## config.mk

```make
export PLATFORM = sky130hd
export DESIGN_NAME = bias_add_relu_layer9_flat
export DESIGN_NICKNAME = d
export VERILOG_FILES = /design/src/rtl/bias_add_relu_layer9_if.sv /design/src/rtl/bias_add_relu_layer9.sv /design/src/flat_wrapper.sv
export SDC_FILE = /design/constraint.sdc
export NUM_CORES = 2
export LEC_CHECK = 0
export ABC_AREA = 1
export ABC_CLOCK_PERIOD_IN_PS = 2300
export CORE_UTILIZATION = 46
export CTS_CLUSTER_DIAMETER = 80
export DETAILED_ROUTE_END_ITERATION = 12
export GPL_TIMING_DRIVEN = 0
export HOLD_SLACK_MARGIN = 0.05
export MAX_ROUTING_LAYER = met4
export PLACE_DENSITY_LB_ADDON = 0.25
export SLEW_MARGIN = 20
export SYNTH_ARGS = -nofsm -noshare
export SYNTH_HDL_FRONTEND = slang
export SYNTH_SLANG_ARGS = --single-unit
export TNS_END_PERCENT = 100
```

## constraint.sdc

```tcl
create_clock -name clk -period 2.3 [get_ports clk]
set_input_delay 0.345 -clock clk [delete_from_list [all_inputs] [get_ports clk]]
set_output_delay 0.345 -clock clk [all_outputs]
set_load 0.005 [all_outputs]
```

## src/rtl/bias_add_relu_layer9_if.sv

```systemverilog
// Stream bundle between the adder tree, the bias/ReLU requantizer and the
// activation sink. The master side feeds sums and consumes activations.
interface bias_add_relu_layer9_if #(
  parameter int N_adder_tree = 16
);
  logic [N_adder_tree*18-1:0] acc_in;
  logic [N_adder_tree*18-1:0] bias;
  logic                       in_valid;
  logic                       in_ready;
  logic [N_adder_tree*8-1:0]  act_out;
  logic                       out_valid;
  logic                       out_ready;
  logic                       layer_done;
  logic                       sat_flag;

  modport master (
    output acc_in, bias, in_valid, out_ready,
    input  in_ready, act_out, out_valid, layer_done, sat_flag
  );

  modport slave (
    input  acc_in, bias, in_valid, out_ready,
    output in_ready, act_out, out_valid, layer_done, sat_flag
  );
endinterface

```

## src/rtl/bias_add_relu_layer9.sv

```systemverilog
// Two-stage per-lane bias add (18-bit saturating) followed by ReLU with
// round-half-up requantization to u8; counts vectors to flag end of layer.
module bias_add_relu_lane #(
  parameter int SHIFT = 8
) (
  input  logic        clk,
  input  logic        rst,
  input  logic        ld1_i,
  input  logic        ld2_i,
  input  logic [17:0] acc_i,
  input  logic [17:0] bias_i,
  output logic [7:0]  act_o,
  output logic        sat_o
);
  logic [18:0] sum;
  logic        clamp1, clamp2, pos;
  logic [17:0] s1_d, s1_q;
  logic [18:0] rnd, r;
  logic [7:0]  act_d, act_q;

  always_comb begin
    sum    = {acc_i[17], acc_i} + {bias_i[17], bias_i};
    // Overflow out of 18 bits shows up as the two top bits disagreeing.
    clamp1 = sum[18] ^ sum[17];
    s1_d   = clamp1 ? {sum[18], {17{~sum[18]}}} : sum[17:0];
    pos    = !s1_q[17] && (|s1_q[16:0]);
    rnd    = {2'b00, s1_q[16:0]} + (19'd1 << (SHIFT - 1));
    r      = rnd >> SHIFT;
    clamp2 = pos && (|r[18:8]);
    act_d  = !pos ? 8'd0 : (clamp2 ? 8'hFF : r[7:0]);
  end

  always_ff @(posedge clk) begin
    if (rst) begin
      s1_q  <= '0;
      act_q <= '0;
    end else begin
      if (ld1_i) s1_q  <= s1_d;
      if (ld2_i) act_q <= act_d;
    end
  end

  assign act_o = act_q;
  assign sat_o = (ld1_i && clamp1) || (ld2_i && clamp2);
endmodule

module bias_add_relu_layer9 #(
  parameter int N_adder_tree = 16,
  parameter int SHIFT        = 8,
  parameter int N_VECTORS    = 196
) (
  input logic                  clk,
  input logic                  rst,
  bias_add_relu_layer9_if.slave io
);
  localparam int STAGES = 2;
  localparam logic [15:0] LAST = 16'(N_VECTORS - 1);

  logic [STAGES:1]           vld_pipe_q;
  logic                      en1, en2, ld1, ld2, out_fire;
  logic [N_adder_tree-1:0]   lane_sat;
  logic [15:0]               vec_cnt_q, vec_cnt_d;
  logic                      done_q, sat_q;

  assign en2      = !vld_pipe_q[2] || io.out_ready;
  assign en1      = !vld_pipe_q[1] || en2;
  assign ld1      = en1 && io.in_valid;
  assign ld2      = en2 && vld_pipe_q[1];
  assign out_fire = vld_pipe_q[2] && io.out_ready;

  for (genvar i = 0; i < N_adder_tree; i++) begin : g_lane
    bias_add_relu_lane #(.SHIFT(SHIFT)) u_lane (
      .clk    (clk),
      .rst    (rst),
      .ld1_i  (ld1),
      .ld2_i  (ld2),
      .acc_i  (io.acc_in[18*i +: 18]),
      .bias_i (io.bias[18*i +: 18]),
      .act_o  (io.act_out[8*i +: 8]),
      .sat_o  (lane_sat[i])
    );
  end

  always_comb begin
    vec_cnt_d = vec_cnt_q;
    if (out_fire) vec_cnt_d = (vec_cnt_q == LAST) ? 16'd0 : vec_cnt_q + 16'd1;
  end

  always_ff @(posedge clk) begin
    if (rst) begin
      vld_pipe_q <= '0;
      vec_cnt_q  <= '0;
      done_q     <= 1'b0;
      sat_q      <= 1'b0;
    end else begin
      if (en1) vld_pipe_q[1] <= io.in_valid;
      if (en2) vld_pipe_q[2] <= vld_pipe_q[1];
      vec_cnt_q <= vec_cnt_d;
      done_q    <= out_fire && (vec_cnt_q == LAST);
      sat_q     <= sat_q || (|lane_sat);
    end
  end

  // Reset forces the handshake to "accept and discard" with nothing offered.
  assign io.in_ready   = en1 || rst;
  assign io.out_valid  = vld_pipe_q[2] && !rst;
  assign io.layer_done = done_q;
  assign io.sat_flag   = sat_q;
endmodule

```

## src/flat_wrapper.sv

```systemverilog
// flat-port wrapper written by rule: the top's interface ports become plain ports
module bias_add_relu_layer9_flat 
#(
  parameter int N_adder_tree = 16,
  parameter int SHIFT        = 8,
  parameter int N_VECTORS    = 196
)
  (clk, rst, io_acc_in, io_bias, io_in_valid, io_out_ready, io_in_ready, io_act_out, io_out_valid, io_layer_done, io_sat_flag);
  bias_add_relu_layer9_if #(.N_adder_tree(N_adder_tree)) io_i ();
  input logic clk;
  input logic rst;
  input wire logic [$bits(io_i.acc_in)-1:0] io_acc_in;
  input wire logic [$bits(io_i.bias)-1:0] io_bias;
  input wire logic [$bits(io_i.in_valid)-1:0] io_in_valid;
  input wire logic [$bits(io_i.out_ready)-1:0] io_out_ready;
  output wire logic [$bits(io_i.in_ready)-1:0] io_in_ready;
  output wire logic [$bits(io_i.act_out)-1:0] io_act_out;
  output wire logic [$bits(io_i.out_valid)-1:0] io_out_valid;
  output wire logic [$bits(io_i.layer_done)-1:0] io_layer_done;
  output wire logic [$bits(io_i.sat_flag)-1:0] io_sat_flag;
  assign io_i.acc_in = io_acc_in;
  assign io_i.bias = io_bias;
  assign io_i.in_valid = io_in_valid;
  assign io_i.out_ready = io_out_ready;
  assign io_in_ready = io_i.in_ready;
  assign io_act_out = io_i.act_out;
  assign io_out_valid = io_i.out_valid;
  assign io_layer_done = io_i.layer_done;
  assign io_sat_flag = io_i.sat_flag;
  bias_add_relu_layer9 #(.N_adder_tree(N_adder_tree), .SHIFT(SHIFT), .N_VECTORS(N_VECTORS)) u_core (.clk(clk), .rst(rst), .io(io_i));
endmodule
```

* Yosys cells after proc, flatten, opt, wreduce, memory -nomap -nowiden
Index checks and enable logic that the tools add are counted.
** Storage, ports and cells
- Bits in registers :: 436
- Logic and storage cells :: 293
- Output and inout port bits :: 132
- Input port bits :: 580
** Cells by class
- Reductions and logical operators :: 141
- Eq/ne operators :: 1
- Add/sub/neg operators :: 33
- Muxes and demuxes :: 49
- Bitwise gates (word level) :: 32
** Operators by type and width (count)
- adder 18 x 18 -> 19 bit :: 16
- adder 17 x 8 -> 18 bit (second input constant) :: 16
- 2-to-1 mux 18 bit :: 16
- OR reduction 17 bit :: 16
- 2-to-1 mux 8 bit :: 32
- logical AND 1 bit :: 69
- OR reduction 3 bit :: 16
- logical OR 1 bit :: 20
- logical NOT 1 bit :: 19
- adder 16 x 1 -> 16 bit (second input constant) :: 1
- == test 16 x 8 -> 1 bit (second input constant) :: 1
- 2-to-1 mux 16 bit :: 1
- NOT 1 bit :: 16
- OR reduction 16 bit :: 1
- bitwise XOR 1 bit :: 16

* Longest topological paths before layout
- Depth after elaboration :: 8
- Gate-level depth with buffers :: 20
- Mapped depth without buffers :: 20

* Modules after synthesis
A second synthesis with hierarchy kept.
** Unflattened totals
- Cell total of the unflattened synthesis :: 5580
- Area, all modules :: 37662.4 µm²
** Modules (own cells, without submodules)
- bias_add_relu_lane (u_core.g_lane[0].u_lane ...) :: area each 2312.2 µm², instances 9, cells an instance 344, seq. area each 520.5 µm²
- bias_add_relu_lane (u_core.g_lane[5].u_lane ...) :: area each 2247.2 µm², instances 5, cells an instance 331, seq. area each 520.5 µm²
- bias_add_relu_lane (u_core.g_lane[12].u_lane) :: area each 2255.9 µm², instances 1, cells an instance 331, seq. area each 520.5 µm²
- bias_add_relu_lane (u_core.g_lane[11].u_lane) :: area each 2249.7 µm², instances 1, cells an instance 332, seq. area each 520.5 µm²
- bias_add_relu_layer9 :: area each 1111.1 µm², instances 1, cells an instance 166, seq. area each 400.4 µm²

* Least setup slack after synthesis
OpenSTA, ideal clock, no wires.
- Path type :: input -> register
- Start :: input io_bias[198]
- End :: register u_core.sat_q, in the netlist u_core.io.sat_flag
- Library setup time :: 0.132 ns
- Path buffers :: 0
- Arrival time :: 2.049 ns
- Path slack :: 0.119 ns
- Stages on the path :: 16
- Data required time :: 2.168 ns
- Path through :: ha_1 > inv_1 > fa_1 > nand3b_1 > nand3_2 > nand2_1 > nand3_1 > nand2_1 > nand2_2 > nand2_1 > nor2_1 > nand2_1 > nor2_1 > nand3_1 > nand2_1 > a21oi_1
** Between the ends
- Longest elaborated chain between the ends :: 6
** Ends and longest elaborated chain
- from (decl) :: line flat_wrapper.sv:13 : input wire logic [$bits(io_i.bias)-1:0] io_bias;
- adder 18 x 18 -> 19 bit :: line bias_add_relu_layer9.sv:22 : sum = {acc_i[17], acc_i} + {bias_i[17], bias_i};
- bitwise XOR 1 bit :: line bias_add_relu_layer9.sv:24 : clamp1 = sum[18] ^ sum[17];
- logical AND 1 bit :: line bias_add_relu_layer9.sv:44 : assign sat_o = (ld1_i && clamp1) || (ld2_i && clamp2);
- logical OR 1 bit :: line bias_add_relu_layer9.sv:44
- OR reduction 16 bit :: line bias_add_relu_layer9.sv:100 : sat_q <= sat_q || (|lane_sat);
- logical OR 1 bit :: line bias_add_relu_layer9.sv:100
- to (signal assigned) :: line bias_add_relu_layer9.sv:100
- to (decl) :: line bias_add_relu_layer9.sv:63 : logic done_q, sat_q;
No other way between the ends.
A chain may end at the register's enable or synchronous reset.

* Worst setup path after layout
- Start :: input io_bias[180]
- End :: register u_core.sat_q, in the netlist u_core.io.sat_flag
Same word-level chain as after synthesis.

==> metrics <==
outcome=finished, violations left; failing checks=setup timing; clk root buf=clkbuf_16; Post-synth ARST share=0; hold depth=4; RSZ-0062 raised after global routing=yes; Std-Cell Rows=100; final setup vio count=1; Setup WS post-layout=-29.8 ps; WL final=133000 um; critical path type=in2reg; Synth area leaders=dfxtp_1 (25%), nand2_1 (15%), ha_1 (11%); Worst Max-Slew Pin Slew=1160 ps; maximum fanout along the worst path=4; synth-to-layout area growth=35.7%; Mapped Nets=6115; TritonCTS Buffers=48; Clock Path Buffers=3; Synth Cell Area=0.0350 mm2; routed len/inst=18.9 um; Vias/cell=5.50; die area=0.0773 mm2; Pwr Total=27700 uW; LEAKAGE=0.0212 uW; FMAX=429 MHz; Ys Warns=0; max_slew headroom=0.224; DR iter-0 viols=2902; power per cell area=583 mW/mm2; detailed-route DRC error count=0; Post-Route Hold Slack=401 ps; Antenna Nets Post-Route=0; VDD IR max=471 uV; Pins Over Slew Limit=0; clock skew=27.5 ps; hold buffers post-CTS=0; Die H=278 um; Pre-Repair DR Iteration Count=6; post-synthesis sequential area ratio=0.249; Crit. End Element=flip-flop; syn_area_per_cell=6.72 um2; fin crit share=1.01; max cap viols=0; initial antenna violation count=28; top-area cell type share of the netlist area=0.249; Reg2Reg Depth=13; Initial Util=0.467; Clock H-tree levels=2; Hold Vio Cnt, Final=0; Synth cell types=58; Overall Global Routing Usage=0.336; post-synthesis cell count=5214; Critical Path RT=2720 ps; FILL cells=6730; clk sinks=436; Hold/Removal Path Class=in2reg; clk_lat worst skew=600 ps; clock-pin slew on the worst setup and hold paths=60 ps; number of synthesized flops with an enable pin=0; I/O Buffers=710; Core Box Area=0.0749 mm2; number of global-route vias before repair=35800; TritonCTS clock tree=built; register bit total from synthesis=436; CP arrival=2750 ps; first-pass GRT wire length=199000 um; Die X=278 um; Final #Nets=6912; RD Place Congestion=0.977; GR Overflow Total=0; total negative slack=-29.8 ps; Startpoint Class=input port; layout cells sized above 1=0.115; pre-CTS setup slack=-1230 ps; Final min period=2330 ps; Ports=712; HPWL after DPL=107000 um; cell taking the most area after synthesis=dfxtp_1; vias post-DR=38700; largest net degree at the start of global routing=20; Top FF cell, synth=dfxtp_1
## layout make-up
cell class,instances,area [um2],area share
Antenna cell,24,60.1,0.00126
Buffer,133,837,0.0176
Clock buffer,64,1380,0.0291
Clock inverter,23,293,0.00616
Inverter,648,2440,0.0513
Multi-Input combinational cell,3994,25200,0.530
Sequential cell,436,8730,0.184
Tap cell,969,1210,0.0255
Timing Repair Buffer,750,7420,0.156
## cells in the mapped netlist, types with 64 or more instances
cell,instances
xnor2_1,99
clkbuf_1,73
nand2_1,1372
dfxtp_1,436
inv_1,632
nand3_1,291
nor2_1,256
ha_1,305
xor2_1,189
a21oi_1,538
nor3_1,64
o21ai_0,308
nand4_1,97
## power by group
part           internal [uW]  leakage, uW  switching, uW
sequential              8300      0.00360            576
clock                   4910     0.000829           3340
combinational           4500       0.0168           6090
total                  17700       0.0212          10000
## worst paths after layout
kind                            slack, ps                                              to                                     startpoint
worst max-delay path                  -30                   u_core.io.sat_flag$_SDFF_PP0_                                   io_bias[180]
worst min-delay path                  400  u_core.g_lane[14].u_lane.s1_q[11]$_SDFFE_PP0P_                                            rst
worst max register to register         60                   u_core.io.sat_flag$_SDFF_PP0_   u_core.g_lane[7].u_lane.s1_q[8]$_SDFFE_PP0P_
worst min register to register        460   u_core.g_lane[8].u_lane.act_o[5]$_SDFFE_PP0P_  u_core.g_lane[8].u_lane.act_o[5]$_SDFFE_PP0P_
## metrics by stage
step                      cells  instance area, um2  utilization
after global routing       7039               47500        0.634
after global placement     6893               43300        0.578
after floorplan            5214               35000            -
final                      7041               47500        0.634
after detailed placement   6893               43400        0.578
after CTS                  7000               45700        0.610
## layer usage
layer  GRT usage  wire [um]  vias to the layer above  share of wire
li1            -          -                    19100              -
met1       0.423      57200                    18000           0.43
met2       0.541      61500                     1380           0.46
met3      0.0475       9480                      224          0.071
met4       0.136       5270                        0          0.039
met5           -          0                        -              0
## logic make-up (layout without fill, tap and decap cells)
family / Yosys count / in the layout / synth area share
buf+inv: 784 / 1618 / 0.0905
fa+ha+maj: 321 / 321 / 0.118
compound gates: 1151 / 1151 / 0.195
flops: 436 / 436 / 0.249
xor+xnor: 288 / 288 / 0.0720
other cells: 0 / 24 / 0
simple gates: 2234 / 2234 / 0.275
## cells in the final DEF, fill, tap and decap left out, types with 49 or more instances in the layout
cell type        count
buf_4               64
ha_2                50
a21oi_2             74
clkdlybuf4s50_1    689
ha_4                86
xor2_1             189
nand4_1             97
nand2_1           1339
o21ai_0            302
ha_1               169
a21oi_1            463
inv_1              624
dfxtp_1            436
clkbuf_16           49
a31oi_1             49
xnor2_1             99
clkbuf_1            55
nor3_1              60
nor2_1             229
nand3_1            275
## flip-flops by register name (all words and copies together) (netlist names)
| register | count |
|---|---|
| u_core.vec_cnt_q | 16 |
| u_core.io.sat_flag | 1 |
| u_core.g_lane.u_lane.s1_q | 288 |
| u_core.io.layer_done | 1 |
| u_core.vld_pipe_q | 2 |
| u_core.g_lane.u_lane.act_o | 128 |
## critical path: stages
cell             delay (ps)
clkdlybuf4s50_1         510
ha_4                    170
inv_1                    50
fa_2                    360
inv_1                    90
nand3_1                 110
nand3_2                 120
nand2_1                  60
nand3_1                 100
nand2_2                 100
nand2_4                  90
nand2_1                  90
nor2_4                  150
nand2_2                  90
nor2_4                  120
nand3_1                  80
nand2_1                  60
a21oi_1                  60
## timing repair
item | in CTS | in global routing
gates cloned | 0 | 2
buffers inserted | 22 | 16
gates resized for setup | 136 | 358
pin swaps | 25 | 43
setup endpoints to repair | 344 | 354
(Power assumes the default switching activity.)
